## src/rtl/dmem_bus_arbiter_if.sv

```systemverilog
// Bus bundle between the CPU/DMA requesters, the arbiter and the data memory/IO decode.
// The slave modport is the arbiter's view; the master modport is the surrounding system's view.
interface dmem_bus_arbiter_if;
  logic [15:0] cpu_addr;
  logic [7:0]  cpu_wdata;
  logic        cpu_we;
  logic        cpu_re;
  logic [7:0]  cpu_rdata;

  logic        dma_req;
  logic        dma_we;
  logic [15:0] dma_addr;
  logic [7:0]  dma_wdata;
  logic        dma_gnt;
  logic        dma_err;
  logic [7:0]  dma_rdata;
  logic        dma_rvalid;

  logic [15:0] mem_addr;
  logic [7:0]  mem_wdata;
  logic        mem_we;
  logic        mem_re;
  logic [7:0]  mem_rdata;

  logic        starve_clr;
  logic        starved;

  modport slave (
    input  cpu_addr, cpu_wdata, cpu_we, cpu_re,
    input  dma_req, dma_we, dma_addr, dma_wdata,
    input  mem_rdata, starve_clr,
    output cpu_rdata, dma_gnt, dma_err, dma_rdata, dma_rvalid,
    output mem_addr, mem_wdata, mem_we, mem_re, starved
  );

  modport master (
    output cpu_addr, cpu_wdata, cpu_we, cpu_re,
    output dma_req, dma_we, dma_addr, dma_wdata,
    output mem_rdata, starve_clr,
    input  cpu_rdata, dma_gnt, dma_err, dma_rdata, dma_rvalid,
    input  mem_addr, mem_wdata, mem_we, mem_re, starved
  );
endinterface

```

## src/rtl/dmem_bus_arbiter.sv

```systemverilog
// CPU-priority arbiter for the data memory/IO bus with one DMA requester.
// Tracks DMA read-data ownership over the 1-cycle read latency and flags DMA starvation.
module dmem_bus_arbiter #(
  parameter int unsigned STARVE_LIMIT = 255,
  parameter logic [15:0] IO_BASE      = 16'h1000
) (
  input logic               clk,
  input logic               reset,
  dmem_bus_arbiter_if.slave bus
);

  localparam logic [7:0] Limit = 8'(STARVE_LIMIT);

  logic       cpu_busy, dma_go, io_hit, dma_ok, dma_rvalid;
  logic       rd_owner_d, rd_owner_q;
  logic [7:0] wait_cnt_d, wait_cnt_q;
  logic       starved_d, starved_q;
  logic [7:0] dma_rdata_d, dma_rdata_q;

  assign cpu_busy   = bus.cpu_we | bus.cpu_re;
  assign dma_go     = bus.dma_req & ~cpu_busy & ~reset;
  assign io_hit     = bus.dma_addr[15:8] == IO_BASE[15:8];
  assign dma_ok     = dma_go & ~io_hit;
  // A read owned by DMA is dropped if reset lands on its return cycle.
  assign dma_rvalid = rd_owner_q & ~reset;

  always_comb begin
    bus.mem_addr  = bus.cpu_addr;
    bus.mem_wdata = bus.cpu_wdata;
    bus.mem_we    = 1'b0;
    bus.mem_re    = 1'b0;
    if (cpu_busy) begin
      bus.mem_we = bus.cpu_we;
      bus.mem_re = bus.cpu_re;
    end else if (dma_ok) begin
      bus.mem_addr  = bus.dma_addr;
      bus.mem_wdata = bus.dma_wdata;
      bus.mem_we    = bus.dma_we;
      bus.mem_re    = ~bus.dma_we;
    end
  end

  assign bus.cpu_rdata  = bus.mem_rdata;
  assign bus.dma_gnt    = dma_go;
  assign bus.dma_err    = dma_go & io_hit;
  assign bus.dma_rvalid = dma_rvalid;
  assign bus.dma_rdata  = dma_rvalid ? bus.mem_rdata : dma_rdata_q;
  assign bus.starved    = starved_q;

  always_comb begin
    rd_owner_d  = dma_ok & ~bus.dma_we;
    dma_rdata_d = dma_rvalid ? bus.mem_rdata : dma_rdata_q;
    wait_cnt_d  = 8'd0;
    if (bus.dma_req && !dma_go) begin
      wait_cnt_d = (wait_cnt_q >= Limit) ? Limit : wait_cnt_q + 8'd1;
    end
    // Set has priority over a simultaneous clear.
    if (wait_cnt_d == Limit) begin
      starved_d = 1'b1;
    end else if (bus.starve_clr) begin
      starved_d = 1'b0;
    end else begin
      starved_d = starved_q;
    end
  end

  always_ff @(posedge clk) begin
    if (reset) begin
      rd_owner_q  <= 1'b0;
      wait_cnt_q  <= 8'd0;
      starved_q   <= 1'b0;
      dma_rdata_q <= 8'd0;
    end else begin
      rd_owner_q  <= rd_owner_d;
      wait_cnt_q  <= wait_cnt_d;
      starved_q   <= starved_d;
      dma_rdata_q <= dma_rdata_d;
    end
  end

endmodule

```

## src/flat_wrapper.sv

```systemverilog
// flat-port wrapper written by rule: the top's interface ports become plain ports
module dmem_bus_arbiter_flat 
#(
  parameter int unsigned STARVE_LIMIT = 255,
  parameter logic [15:0] IO_BASE      = 16'h1000
)
  (clk, reset, bus_cpu_addr, bus_cpu_wdata, bus_cpu_we, bus_cpu_re, bus_dma_req, bus_dma_we, bus_dma_addr, bus_dma_wdata, bus_mem_rdata, bus_starve_clr, bus_cpu_rdata, bus_dma_gnt, bus_dma_err, bus_dma_rdata, bus_dma_rvalid, bus_mem_addr, bus_mem_wdata, bus_mem_we, bus_mem_re, bus_starved);
  dmem_bus_arbiter_if bus_i ();
  input logic clk;
  input logic reset;
  input wire logic [$bits(bus_i.cpu_addr)-1:0] bus_cpu_addr;
  input wire logic [$bits(bus_i.cpu_wdata)-1:0] bus_cpu_wdata;
  input wire logic [$bits(bus_i.cpu_we)-1:0] bus_cpu_we;
  input wire logic [$bits(bus_i.cpu_re)-1:0] bus_cpu_re;
  input wire logic [$bits(bus_i.dma_req)-1:0] bus_dma_req;
  input wire logic [$bits(bus_i.dma_we)-1:0] bus_dma_we;
  input wire logic [$bits(bus_i.dma_addr)-1:0] bus_dma_addr;
  input wire logic [$bits(bus_i.dma_wdata)-1:0] bus_dma_wdata;
  input wire logic [$bits(bus_i.mem_rdata)-1:0] bus_mem_rdata;
  input wire logic [$bits(bus_i.starve_clr)-1:0] bus_starve_clr;
  output wire logic [$bits(bus_i.cpu_rdata)-1:0] bus_cpu_rdata;
  output wire logic [$bits(bus_i.dma_gnt)-1:0] bus_dma_gnt;
  output wire logic [$bits(bus_i.dma_err)-1:0] bus_dma_err;
  output wire logic [$bits(bus_i.dma_rdata)-1:0] bus_dma_rdata;
  output wire logic [$bits(bus_i.dma_rvalid)-1:0] bus_dma_rvalid;
  output wire logic [$bits(bus_i.mem_addr)-1:0] bus_mem_addr;
  output wire logic [$bits(bus_i.mem_wdata)-1:0] bus_mem_wdata;
  output wire logic [$bits(bus_i.mem_we)-1:0] bus_mem_we;
  output wire logic [$bits(bus_i.mem_re)-1:0] bus_mem_re;
  output wire logic [$bits(bus_i.starved)-1:0] bus_starved;
  assign bus_i.cpu_addr = bus_cpu_addr;
  assign bus_i.cpu_wdata = bus_cpu_wdata;
  assign bus_i.cpu_we = bus_cpu_we;
  assign bus_i.cpu_re = bus_cpu_re;
  assign bus_i.dma_req = bus_dma_req;
  assign bus_i.dma_we = bus_dma_we;
  assign bus_i.dma_addr = bus_dma_addr;
  assign bus_i.dma_wdata = bus_dma_wdata;
  assign bus_i.mem_rdata = bus_mem_rdata;
  assign bus_i.starve_clr = bus_starve_clr;
  assign bus_cpu_rdata = bus_i.cpu_rdata;
  assign bus_dma_gnt = bus_i.dma_gnt;
  assign bus_dma_err = bus_i.dma_err;
  assign bus_dma_rdata = bus_i.dma_rdata;
  assign bus_dma_rvalid = bus_i.dma_rvalid;
  assign bus_mem_addr = bus_i.mem_addr;
  assign bus_mem_wdata = bus_i.mem_wdata;
  assign bus_mem_we = bus_i.mem_we;
  assign bus_mem_re = bus_i.mem_re;
  assign bus_starved = bus_i.starved;
  dmem_bus_arbiter #(.STARVE_LIMIT(STARVE_LIMIT), .IO_BASE(IO_BASE)) u_core (.clk(clk), .reset(reset), .bus(bus_i));
endmodule
```

## config.mk

```make
export PLATFORM = sky130hd
export DESIGN_NAME = dmem_bus_arbiter_flat
export DESIGN_NICKNAME = d
export VERILOG_FILES = /design/src/rtl/dmem_bus_arbiter_if.sv /design/src/rtl/dmem_bus_arbiter.sv /design/src/flat_wrapper.sv
export SDC_FILE = /design/constraint.sdc
export NUM_CORES = 1
export LEC_CHECK = 0
export ABC_AREA = 1
export CAP_MARGIN = 20
export CELL_PAD_IN_SITES_DETAIL_PLACEMENT = 1
export CELL_PAD_IN_SITES_GLOBAL_PLACEMENT = 1
export CORE_MARGIN = 3
export CORE_UTILIZATION = 21
export CTS_CLUSTER_DIAMETER = 80
export DETAILED_ROUTE_END_ITERATION = 8
export PLACE_DENSITY = 0.83
export RECOVER_POWER = 100
export REMOVE_ABC_BUFFERS = 1
export SETUP_SLACK_MARGIN = 0.1
export SLEW_MARGIN = 20
export SYNTH_ARGS = -nofsm -noshare
export SYNTH_HDL_FRONTEND = slang
export SYNTH_SLANG_ARGS = --single-unit
```

## constraint.sdc

```tcl
create_clock -name clk -period 1.6 [get_ports clk]
set_input_delay 0.32 -clock clk [delete_from_list [all_inputs] [get_ports clk]]
set_output_delay 0.32 -clock clk [all_outputs]
set_load 0.01 [all_outputs]
```

### Word level (Yosys, flattened, before mapping)

Cells that the tools add are included.

| storage, ports and cells | value |
|---|---|
| bits in registers | 18 |
| input bits | 63 |
| output and inout port bits | 46 |

| operators by class | value |
|---|---|
| $add $sub $neg | 1 |
| order comparisons | 1 |
| equality and inequality tests | 2 |
| mux-type cells | 13 |
| bitwise gates (word level) | 11 |
| reductions and logical operators | 3 |

Operator list:

| kind | count |
|---|---|
| $mux W8 | 5 |
| $mux W16 | 2 |
| $add A8 B1 Y8 const B | 1 |
| $eq A8 B5 Y1 const B | 1 |
| $eq A8 B8 Y1 const B | 1 |
| $ge A8 B8 Y1 const B | 1 |
| $and A1 B1 Y1 | 6 |
| $mux W1 | 6 |
| $not A1 Y1 | 4 |
| $reduce_bool A2 Y1 | 1 |
| $logic_and A1 B1 Y1 | 1 |
| $logic_not A1 Y1 | 1 |
| $or A1 B1 Y1 | 1 |

### Longest topological paths before layout

| logic depth | value |
|---|---|
| depth after elaboration | 9 |
| mapped depth | 10 |
| depth with buffers taken out | 10 |

### Least setup slack after synthesis

No wires, ideal clock.

| timing | value |
|---|---|
| kind | input to output |
| start point | input port bus_dma_addr[9] |
| end point | output port bus_mem_re |
| arrival | 1.135 ns |
| required time | 1.280 ns |
| slack | 0.145 ns |
| stages on the path | 5 |
| buffers on the path | 0 |
| path through | nor4_2 nand2_2 nand2_4 nor2_2 or2_1 |

| between the ends | value |
|---|---|
| longest elaborated chain between the ends | 5 |

RTL lines:

| what | RTL line | source |
|---|---|---|
| start, declared | flat_wrapper.sv:17 | `input wire logic [$bits(bus_i.dma_addr)-1:0] bus_dma_addr;` |
| $eq A8 B5 Y1 | dmem_bus_arbiter.sv:22 | `assign io_hit = bus.dma_addr[15:8] == IO_BASE[15:8];` |
| $not A1 Y1 | dmem_bus_arbiter.sv:23 | `assign dma_ok = dma_go & ~io_hit;` |
| $and A1 B1 Y1 | dmem_bus_arbiter.sv:23 |  |
| $mux W1 | dmem_bus_arbiter.sv:35 | `end else if (dma_ok) begin` |
| $mux W1 | dmem_bus_arbiter.sv:32 | `if (cpu_busy) begin` |
| end, declared | flat_wrapper.sv:29 | `output wire logic [$bits(bus_i.mem_re)-1:0] bus_mem_re;` |

Every way passes these cells.

### Worst setup path in the final report

| timing | value |
|---|---|
| start point | input port bus_dma_addr[15] |
| end point | output port bus_mem_addr[3] |

| between the ends | value |
|---|---|
| longest elaborated chain between the ends | 5 |

RTL lines:

| what | RTL line | source |
|---|---|---|
| $eq A8 B5 Y1 | dmem_bus_arbiter.sv:22 |  |
| $not A1 Y1 | dmem_bus_arbiter.sv:23 |  |
| $and A1 B1 Y1 | dmem_bus_arbiter.sv:23 |  |
| $mux W16 | dmem_bus_arbiter.sv:35 |  |
| $mux W16 | dmem_bus_arbiter.sv:32 |  |
| end, declared | flat_wrapper.sv:26 | `output wire logic [$bits(bus_i.mem_addr)-1:0] bus_mem_addr;` |

Every way passes these cells.

==> summary.md <==
| Metric | Value |
|---|---|
| Status | `finished with violations` |
| Violations in the final reports | `setup timing` |
| Most common cell after layout, fill and taps aside | `clkdlybuf4s50_1` |
| Data required time at the worst endpoint | `1.28 ns` |
| Clock skew after layout | `0.00114 ns` |
| CTS tree | `done` |
| Chip Height | `87.3 um` |
| Count of antenna-violating nets left after detailed routing | `0` |
| FF-to-FF path depth | `9` |
| Number of nets in the final layout | `435` |
| Antenna fix cells | `0` |
| Port Buffers | `108` |
| Placed wire-length estimate | `4760 um` |
| Antenna violations before repair | `0` |
| Summed instance area of the synthesized netlist | `0.00139 mm^2` |
| Clock latency on the worst-skew pair | `0.26 ns` |
| Sum Neg Setup Slack | `-4.95 ns` |
| Wire per inst | `16.6 um` |
| Final Worst Setup Slack | `-0.194 ns` |
| Register-to-Register Setup Slack | `0.20 ns` |
| Effective utilization at floorplan | `22.5%` |
| Crit path launch type | `input port` |
| Maximum clock rate | `557 MHz` |
| Part of the Yosys area used for sequential elements | `26.0%` |
| Largest net degree at the start of global routing | `13` |
| Synthesized netlist cell count | `222` |
| Hold buffer count at CTS | `0` |
| Filler Cell Count | `747` |
| X dimension of the die | `87.3 um` |
| Via/cell ratio | `4.73` |
| Type of the setup path with the least slack | `input port to output port` |
| Final standard cell utilization of the core | `52.5%` |
| Per-instance average area after synthesis | `6.24 um^2` |
| Global-route wire length before repair | `11600 um` |
| Transition time at the pin with the least slew margin | `0.271 ns` |
| DRC Markers | `0` |
| RSZ-0062 raised after global routing | `true` |
| Via count of the first global-routing pass | `2354` |
| Critical R2R Capture | `u_core.bus.starved$_SDFFE_PP0P_` |
| Cells on Worst Hold Path | `3` |
| Maximum fanout encountered on the critical timing path | `7` |
| Fin area | `0.00324 mm^2` |
| Top library cells by usage in the layout, fill and taps aside | `51 x clkdlybuf4s50_1, 32 x buf_2, 31 x nand3_1, 31 x buf_6, 30 x nand2_1` |
| Count of unique library cells instantiated by Yosys | `29` |
| Class of the most critical hold timing path | `input port to flop` |
| Launch point of the worst hold path | `reset` |
| Area grow syn2layout | `133%` |
| Leak pwr | `0.00147 uW` |
| Reg-to-Reg Start | `u_core.wait_cnt_q[1]$_SDFF_PP0_` |
| Max-slew headroom | `81.9%` |
| # Max-Cap Violations | `0` |
| Startpoint of the most critical setup path | `bus_dma_addr[15]` |
| Num CTS Buffers | `3` |
| Count of final max-slew check failures | `0` |
| Maximum resistive drop on vdd | `0.335 mV` |
| Final count of negative-setup-slack endpoints | `33` |
| Gr ovfl total | `0` |
| Number of clock sinks | `18` |
| Period utilisation layout | `112%` |
| Cell Pwr Density | `421 mW/mm^2` |
| Fraction of layout instances using a drive strength above 1 | `50.3%` |
| Total wire length | `7400 um` |
| Core Region | `0.00617 mm^2` |
| First-iteration detailed-routing DRC count | `75` |
| Register clock-pin slew on the reported worst setup and hold paths | `0.07 ns` |
| Number of buffers between clock root and the deepest sink | `2` |
| Number of top-level pins | `109` |
| Critical Path Sink Type | `output port` |
| Data arrival time at the worst-slack endpoint | `1.47 ns` |
| Post-placement setup slack | `-0.944 ns` |
| Crit path time final | `1.79 ns` |
| Number of cell rows | `28` |
| Number of hold violations in the final report | `0` |
| Clock Tree Root | `clkbuf_8` |
| Last element of the critical path | `bus_mem_addr[3]` |
| CTS H-tree lvls | `1` |
| GPL Wtd Cong | `0.842` |
| Global-route total usage across every layer | `19.3%` |
| Placed cell area | `0.00266 mm^2` |
| Yosys reg bits | `18` |
| Die area | `0.00761 mm^2` |
| Number of vias in the routed layout | `2104` |
| Detailed Routing Iterations Pass 1 | `4` |
| Power, Total | `1360 uW` |
| Warning count from the yosys run | `0` |
[area by class of cell]
cell class              count  area, um^2  share of cell area (%)
clock buffers               4        55.1                    1.70
inverters                  26         113                    3.48
multi-input cells         162        1110                    34.3
flip-flops and latches     18         369                    11.4
well taps                  75        93.8                    2.90
repair buffers            159        1490                    46.0
repair inverters            1        7.51                   0.232
[through the flow]
stage               instances  hold WS [ns]
finish                    445         0.426
global placement          413         0.444
CTS                       441         0.413
detailed placement        413         0.451
floorplan                 205         0.391
global route              445         0.435
[synth_stat cells, drive strengths merged]
cell type	number	area, um^2
nand2	66	270
inv	26	97.6
buf	16	115
ha	1	12.5
xnor2	1	8.76
a21boi	1	11.3
or2	1	6.26
nand3	34	175
nor3	1	5.00
a31o	1	8.76
a211oi	8	60.1
nor2	25	120
nand4	2	12.5
dfxtp	18	360
nor4	2	25.0
a21oi	14	73.8
o21ai	4	20.0
clkbuf	1	3.75
[cell families after synthesis]
family                     count (synthesis)  synth area share [%]
DFF                                       18                  26.0
buffers and inverters                     43                  15.6
xor gates and xnor gates                   1                 0.632
AOI/OAI and AO/OA                         28                  12.5
adders and majority gates                  1                 0.902
and+or+nand+nor                          131                  44.3
[flip-flops by register name (all words and copies together), names as in the netlist]
| name | flops |
|---|---|
| u_core.bus.starved | 1 |
| u_core.dma_rdata_q | 8 |
| u_core.rd_owner_q | 1 |
| u_core.wait_cnt_q | 8 |
[worst max-delay path, stage by stage]
cell and delay, ns:
buf_8 0.10, nor4_4 0.27, nand2_2 0.15, buf_12 0.17
buf_4 0.16, nand3_1 0.11, nand2_2 0.07, buf_6 0.12
[where the power goes]
group	switching (uW)	leakage, uW	total, uW	internal [uW]
Sequential	4.46	0.000148	459	454
Combinational	217	0.00129	512	295
Clock	171	0.0000288	390	220
Total	392	0.00147	1360	969
[worst min path at each step]
stage,to,slack [ns]
final,u_core.dma_rdata_q[7]$_SDFF_PP0_,0.43
after global placement,u_core.dma_rdata_q[3]$_SDFF_PP0_,0.44
after floorplan,u_core.rd_owner_q$_SDFF_PP0_,0.39
after global routing,u_core.dma_rdata_q[7]$_SDFF_PP0_,0.44
after detailed placement,u_core.dma_rdata_q[2]$_SDFF_PP0_,0.45
after CTS,u_core.dma_rdata_q[7]$_SDFF_PP0_,0.41
[layer usage]
layer,vias to the layer above,global-route usage (%),wire length [um]
met1,1003,19.8,2720
met2,81,37.2,4020
met3,10,5.30,534
li1,1010,-,-
met4,0,5.86,127
met5,-,0,0
[what timing repair did]
item,CTS,global route
resized for setup,282,57
cloned,5,0
setup endpoints to repair,59,39
pin swaps,10,8
setup buffers,19,4
Note: power is estimated with default switching activity, not from simulation.
==> RTL change 1: new RTL, same settings <==
`dma_rdata_q` no longer has a reset.
--- a/src/rtl/dmem_bus_arbiter.sv
+++ b/src/rtl/dmem_bus_arbiter.sv
@@ -71,3 +71,2 @@
       starved_q   <= 1'b0;
-      dma_rdata_q <= 8'd0;
     end else begin
@@ -76,4 +75,7 @@
       starved_q   <= starved_d;
-      dma_rdata_q <= dma_rdata_d;
     end
+  end
+
+  always_ff @(posedge clk) begin
+    dma_rdata_q <= dma_rdata_d;
   end
Check against the original RTL: differs if reset is asserted again (counterexample within 4 cycles, from zero or initial values and one cycle with reset high); with reset held inactive, the same outputs for 10 cycles.
==> RTL change 1 against the unedited design <==
  * The run still ends with negative setup slack left
  * Die area is 9.2% lower
  * Synthesized area shrank 9.8%
  * Sequential cell count is the same
  * Sequential share of layout area decreased by 0.24 points
  * Setup slack worse by 0.050 ns
  * Fmax fell by 2.7%
  * Wire length increased by 1.2%
  * Power rose by 14%
  * Core utilization increased by 6.1 points
  * Cell area increased by 2.2%
  * Count of clock-buffer cells in the layout unchanged
  * Register-to-register slack got worse by 0.05 ns
==> RTL change 1: results (changes against the unedited design) <==
Timing
The minimum setup slack in the final design is -0.244 ns (-0.0500 ns). The final setup violation count is 39 (+18%). The worst slew margin relative to its limit is 0.788 (-0.0307). The maximum clock skew at final layout came to 0.00380 ns (+0.00266 ns).

Synth
The multiplexer area fraction after synthesis is 0 (unchanged). The count of synthesis-stage warnings from yosys is 0 (unchanged). The number of different library cells in the post-synthesis netlist is 26 (-10%).

The part of the Yosys area used for sequential elements is 0.288 (+0.0284). The synthesized-area fraction occupied by xor and xnor cells is 0 (-0.00632). The complex-gate fraction of the synthesized area came to 0.0661 (-0.0594). The adder and majority gate portion of the synthesized area is 0.0100 (+0.000985). After synthesis, the cell types taking the most area are dfxtp_1 29%, nand2_1 27%, nand3_1 13%. The commonest cells after synthesis are 90 x nand2_1, 32 x nand3_1, 18 x dfxtp_1, 11 x nor2_1.

Clocking
The total CTS buffers is 3 (unchanged). The buffer levels on the longest clock path is 2 (unchanged). The cell sitting at the root of the clock tree is a clkbuf_8.

The depth of the CTS H-tree came to 1 (unchanged). The clock transition at the registers of the reported paths is 0.07 ns (about the same).

Routing
The total wire length came to 7480 µm (+1.2%). The number of detailed-routing iterations run before antenna repair is 4 (unchanged). The count of routing violations after the opening detailed-route iteration was 59 (-21%). The total number of vias came to 2016 (-4.2%).

Global routing
The via count of the first global-routing pass came to 2107 (-10%). The wire length of the first global-routing pass is 10100 µm (-12%). The number of antenna violations at the first check in global routing is 0 (unchanged). The total track usage is 0.180 (-0.0131).

The maximum number of pins on one net before global-route repair came to 11 (-2).

Critical path
The reg2reg setup slack came to 0.15 ns (-0.05 ns). The endpoint arrival time on the critical path was 1.52 ns (+0.05 ns). The maximum fanout count along the critical path came to 6 (-1).

The delay of the slowest cell on the worst path is 0.34 ns (+0.07 ns). The dominant delay contributor by cell family on the critical path is simple AND/OR/NAND/NOR gates.

Placement
The weighted congestion at the end of routability-driven global placement is 0.758 (-9.9%). The port buffer count was 108 (unchanged). The half-perimeter wire length after placement came to 4370 µm (-8.1%). The setup slack at placement is -0.941 ns (+0.00253 ns).

The cell area reported after detailed placement is 2500 µm² (-5.7%).

Status
The run finished, with violations left. The checks that failed: negative setup slack.

Pwr
The leakage dissipation was 1.53 nW (+4.0%). The peak supply drop is 0.262 mV (-22%).

Final layout
The net count reported at finish is 424 (-2.5%). The ratio of cells with drive above 1 in the final layout came to 0.515 (+0.0126). The largest registers in the layout are u_core.dma_rdata_q: 8 flops, u_core.wait_cnt_q: 8 flops.

The number of inserted diodes is 0 (unchanged).
[RTL change 1: cell count changes after synthesis, sizes merged, moves of 8 or more]
cell	before	now
nand2	66	94
a21oi	14	4
nor2	25	13
inv	26	14
a211oi	8	0
[RTL change 1: final timing paths]
path                                                      start                              end  cells past startpoint
worst min-delay path                                      reset  u_core.bus.starved$_SDFFE_PP0P_                      3
worst min register to register    u_core.dma_rdata_q[3]$_DFF_P_    u_core.dma_rdata_q[3]$_DFF_P_                      2
worst max-delay path                           bus_dma_addr[12]                 bus_mem_addr[15]                      9
worst max register to register  u_core.wait_cnt_q[0]$_SDFF_PP0_  u_core.bus.starved$_SDFFE_PP0P_                      9
[RTL change 1: final cells by class]
cell class,instances,area [µm²]
Clock buffer,4,55.1
Fill cell,658,2330
Inverter,16,73.8
Multi-Input combinational cell,159,1130
Sequential cell,18,369
Tap cell,72,90.1
Timing Repair Buffer,162,1590
[RTL change 1: metal layers]
layer	track usage	vias to the layer above	wire, µm
met1	0.183	958	2680
met2	0.348	83	4100
met4	0.0535	0	132
met3	0.0536	12	570
met5	0	-	0
li1	-	963	-
[RTL change 1: stage by stage]
stage,TNS [ns],hold WS [ns],power [mW],cells
after floorplan,-0.432,0.382,0.655,192
after global routing,-10.28,0.311,1.63,431
after detailed placement,-33.69,0.436,1.07,394
after global placement,-31.44,0.433,1.06,394
final,-7.34,0.311,1.56,431
after CTS,-4.39,0.353,1.41,422
[RTL change 1: what timing repair did]
item / in CTS / in global routing
cloned: 4 / 0
resized for setup: 263 / 99
setup buffers: 21 / 11
pin swaps: 15 / 26
hold endpoints to repair: 0 / 0
endpoints found under the setup margin: 46 / 38
[RTL change 1: power breakdown]
part	switching, mW	total [mW]	internal (mW)
Sequential	0.0236	0.512	0.488
Combinational	0.280	0.661	0.381
Clock	0.163	0.383	0.219
==> RTL change 2: new RTL, same flow settings <==
Without the edit above. `STARVE_LIMIT` is set to 255 in 2 places; all go to 127.
--- a/src/rtl/dmem_bus_arbiter.sv
+++ b/src/rtl/dmem_bus_arbiter.sv
@@ -3,3 +3,3 @@
 module dmem_bus_arbiter #(
-  parameter int unsigned STARVE_LIMIT = 255,
+  parameter int unsigned STARVE_LIMIT = 127,
   parameter logic [15:0] IO_BASE      = 16'h1000
--- a/src/flat_wrapper.sv
+++ b/src/flat_wrapper.sv
@@ -3,3 +3,3 @@
 #(
-  parameter int unsigned STARVE_LIMIT = 255,
+  parameter int unsigned STARVE_LIMIT = 127,
   parameter logic [15:0] IO_BASE      = 16'h1000
Check against the original RTL: same outputs for any inputs over 10 cycles, from zero or initial values and one cycle with reset high; that may be too few to reach the edited logic, so the function may still have changed.
==> RTL change 2 against the unedited design <==
  * The flow still finishes with violations (negative setup slack)
  * Non-clock buffer count is 5 lower
  * Power shrank 1.8%
  * Global-route usage is 1.0 points lower
  * Cell area grew 0.62%
  * Wire length fell by 7.8%
  * Setup slack got worse by 0.071 ns
  * Sequential cell count did not move
  * Synthesized area is 4.9% lower
  * Fmax shrank 3.8%
  * Via count is 3.9% lower
  * Largest power group unchanged
==> RTL change 2: results (changes against the unedited design) <==
Critical path
The reg2reg setup slack is 0.17 ns (-0.03 ns). The data required time at the worst endpoint is 1.28 ns (about the same). The delay of the slowest cell on the worst path is 0.31 ns (+0.04 ns). Among cell families on the critical path, the largest total delay comes from buffers and inverters. The master of the slowest instance on the critical path is nor4_4. The maximum fanout count along the critical path came to 6 (-1).

Timing
The worst slew margin relative to its limit is 0.824 (+0.00518). The final setup violation count came to 35 (+6.1%). The minimum setup slack in the final design came to -0.265 ns (-0.0707 ns). The maximum clock skew at final layout is 0.00152 ns (+0.000383 ns). The final hold slack was 0.473 ns (+0.0466 ns).

Global routing
The met2 usage in global routing is 0.370 (-0.00186). The total track usage is 0.182 (-0.0105). The global routing met1 resource utilization is 0.192 (-0.00587). The via count of the first global-routing pass is 2268 (-3.7%). The global routing met3 resource utilization is 0.0262 (-0.0268). The wire length of the first global-routing pass is 10700 µm (-7.2%).

Pwr
The peak supply drop came to 0.241 mV (-28%). The leakage dissipation is 1.51 nW (+2.9%).

Clocking
The tree is rooted in a clkbuf_8. The clock latency at the later pin of the worst-skew pair is 0.26 ns (about the same).

Synth
The complex-gate fraction of the synthesized area came to 0.0968 (-0.0287). The adder and majority gate portion of the synthesized area is 0.00949 (+0.000462). The commonest cells after synthesis are 69 x nand2_1, 31 x nand3_1, 27 x inv_1, 24 x nor2_1, 18 x dfxtp_1. The synthesized-area fraction occupied by xor and xnor cells is 0.00664 (+0.000324).

The synthesized area divided by synthesized cell count is 5.99 µm² (-4.0%). The part of the Yosys area used for sequential elements is 0.273 (+0.0133). The number of different library cells in the post-synthesis netlist came to 26 (-10%). After synthesis, the cell types taking the most area are dfxtp_1 27%, nand2_1 20%, nand3_1 12%.

Routing
The count of routing violations after the opening detailed-route iteration is 48 (-36%). The number of detailed-routing iterations run before antenna repair is 3 (-1). The total wire length came to 6820 µm (-7.8%). The detail-routed via count per cell is 4.60 (-2.6%).

Placement
The half-perimeter wire length after placement is 4210 µm (-12%). The number of placed cells counting well taps is 405 (-1.9%). The weighted congestion at the end of routability-driven global placement came to 0.820 (-2.5%). The setup slack at placement is -0.943 ns (+0.000582 ns).

Status
The final reports fail on negative setup slack. The run finished, with violations left.

Final layout
The ratio of cells with drive above 1 in the final layout is 0.505 (+0.00279). The final standard cell count with taps included and fillers excluded was 439 (-1.3%). The net count reported at finish is 429 (-1.4%).
[RTL change 2: worst paths after layout]
path | end | cells after the start | start
max reg2reg | u_core.bus.starved$_SDFFE_PP0P_ | 8 | u_core.wait_cnt_q[0]$_SDFF_PP0_
min reg2reg | u_core.dma_rdata_q[5]$_SDFF_PP0_ | 2 | u_core.dma_rdata_q[5]$_SDFF_PP0_
min | u_core.wait_cnt_q[6]$_SDFF_PP0_ | 5 | bus_dma_req
max | bus_mem_wdata[4] | 9 | bus_dma_addr[8]
[RTL change 2: per-stage QoR]
stage               TNS, ns  utilization  area (µm²)
finish                -5.22        0.544        3260
detailed placement   -32.45        0.424        2540
CTS                   -5.81        0.510        3050
floorplan            -0.500            -        1210
global route          -8.34        0.544        3260
global placement     -30.16        0.424        2540
[RTL change 2: cells by family (layout without fill, tap and decap cells)]
family,count (synthesis),after routing
AND/OR/NAND/NOR,134,135
flip-flops,18,18
XOR/XNOR,1,1
adder cells (fa/ha/maj),1,1
buffers and inverters,46,189
AO/OA/AOI/OAI,20,20
[RTL change 2: per-layer routing]
layer	wire, µm	share of wire
met5	0	0
met4	59	0.0086
met3	473	0.069
met2	3790	0.56
met1	2500	0.37
[RTL change 2: cell type report]
cell class	count	area, µm²
tap	75	93.8
timing repair inverter	1	7.51
fill	719	2730
timing repair buffer	154	1520
multi-input combinational	157	1100
clock buffer	4	55.1
sequential	18	364
inverter	30	120
[RTL change 2: tightest hold or removal path, delay by kind of cell]
kind,cells,cell delay [ns]
buffers and inverters,2,0.13
and+or+nand+nor,3,0.25
[RTL change 2: timing repair]
action | CTS | global route
setup buffers | 24 | 2
pin swaps | 27 | 16
gates resized for setup | 291 | 59
endpoints found under the setup margin | 50 | 44
cloned | 7 | 0
[RTL change 2: power by group]
part | internal [mW] | switching, mW | leakage, nW
Clock | 0.219 | 0.161 | 0.0288
Sequential | 0.456 | 0.00388 | 0.147
Combinational | 0.290 | 0.207 | 1.33
Total | 0.965 | 0.372 | 1.51
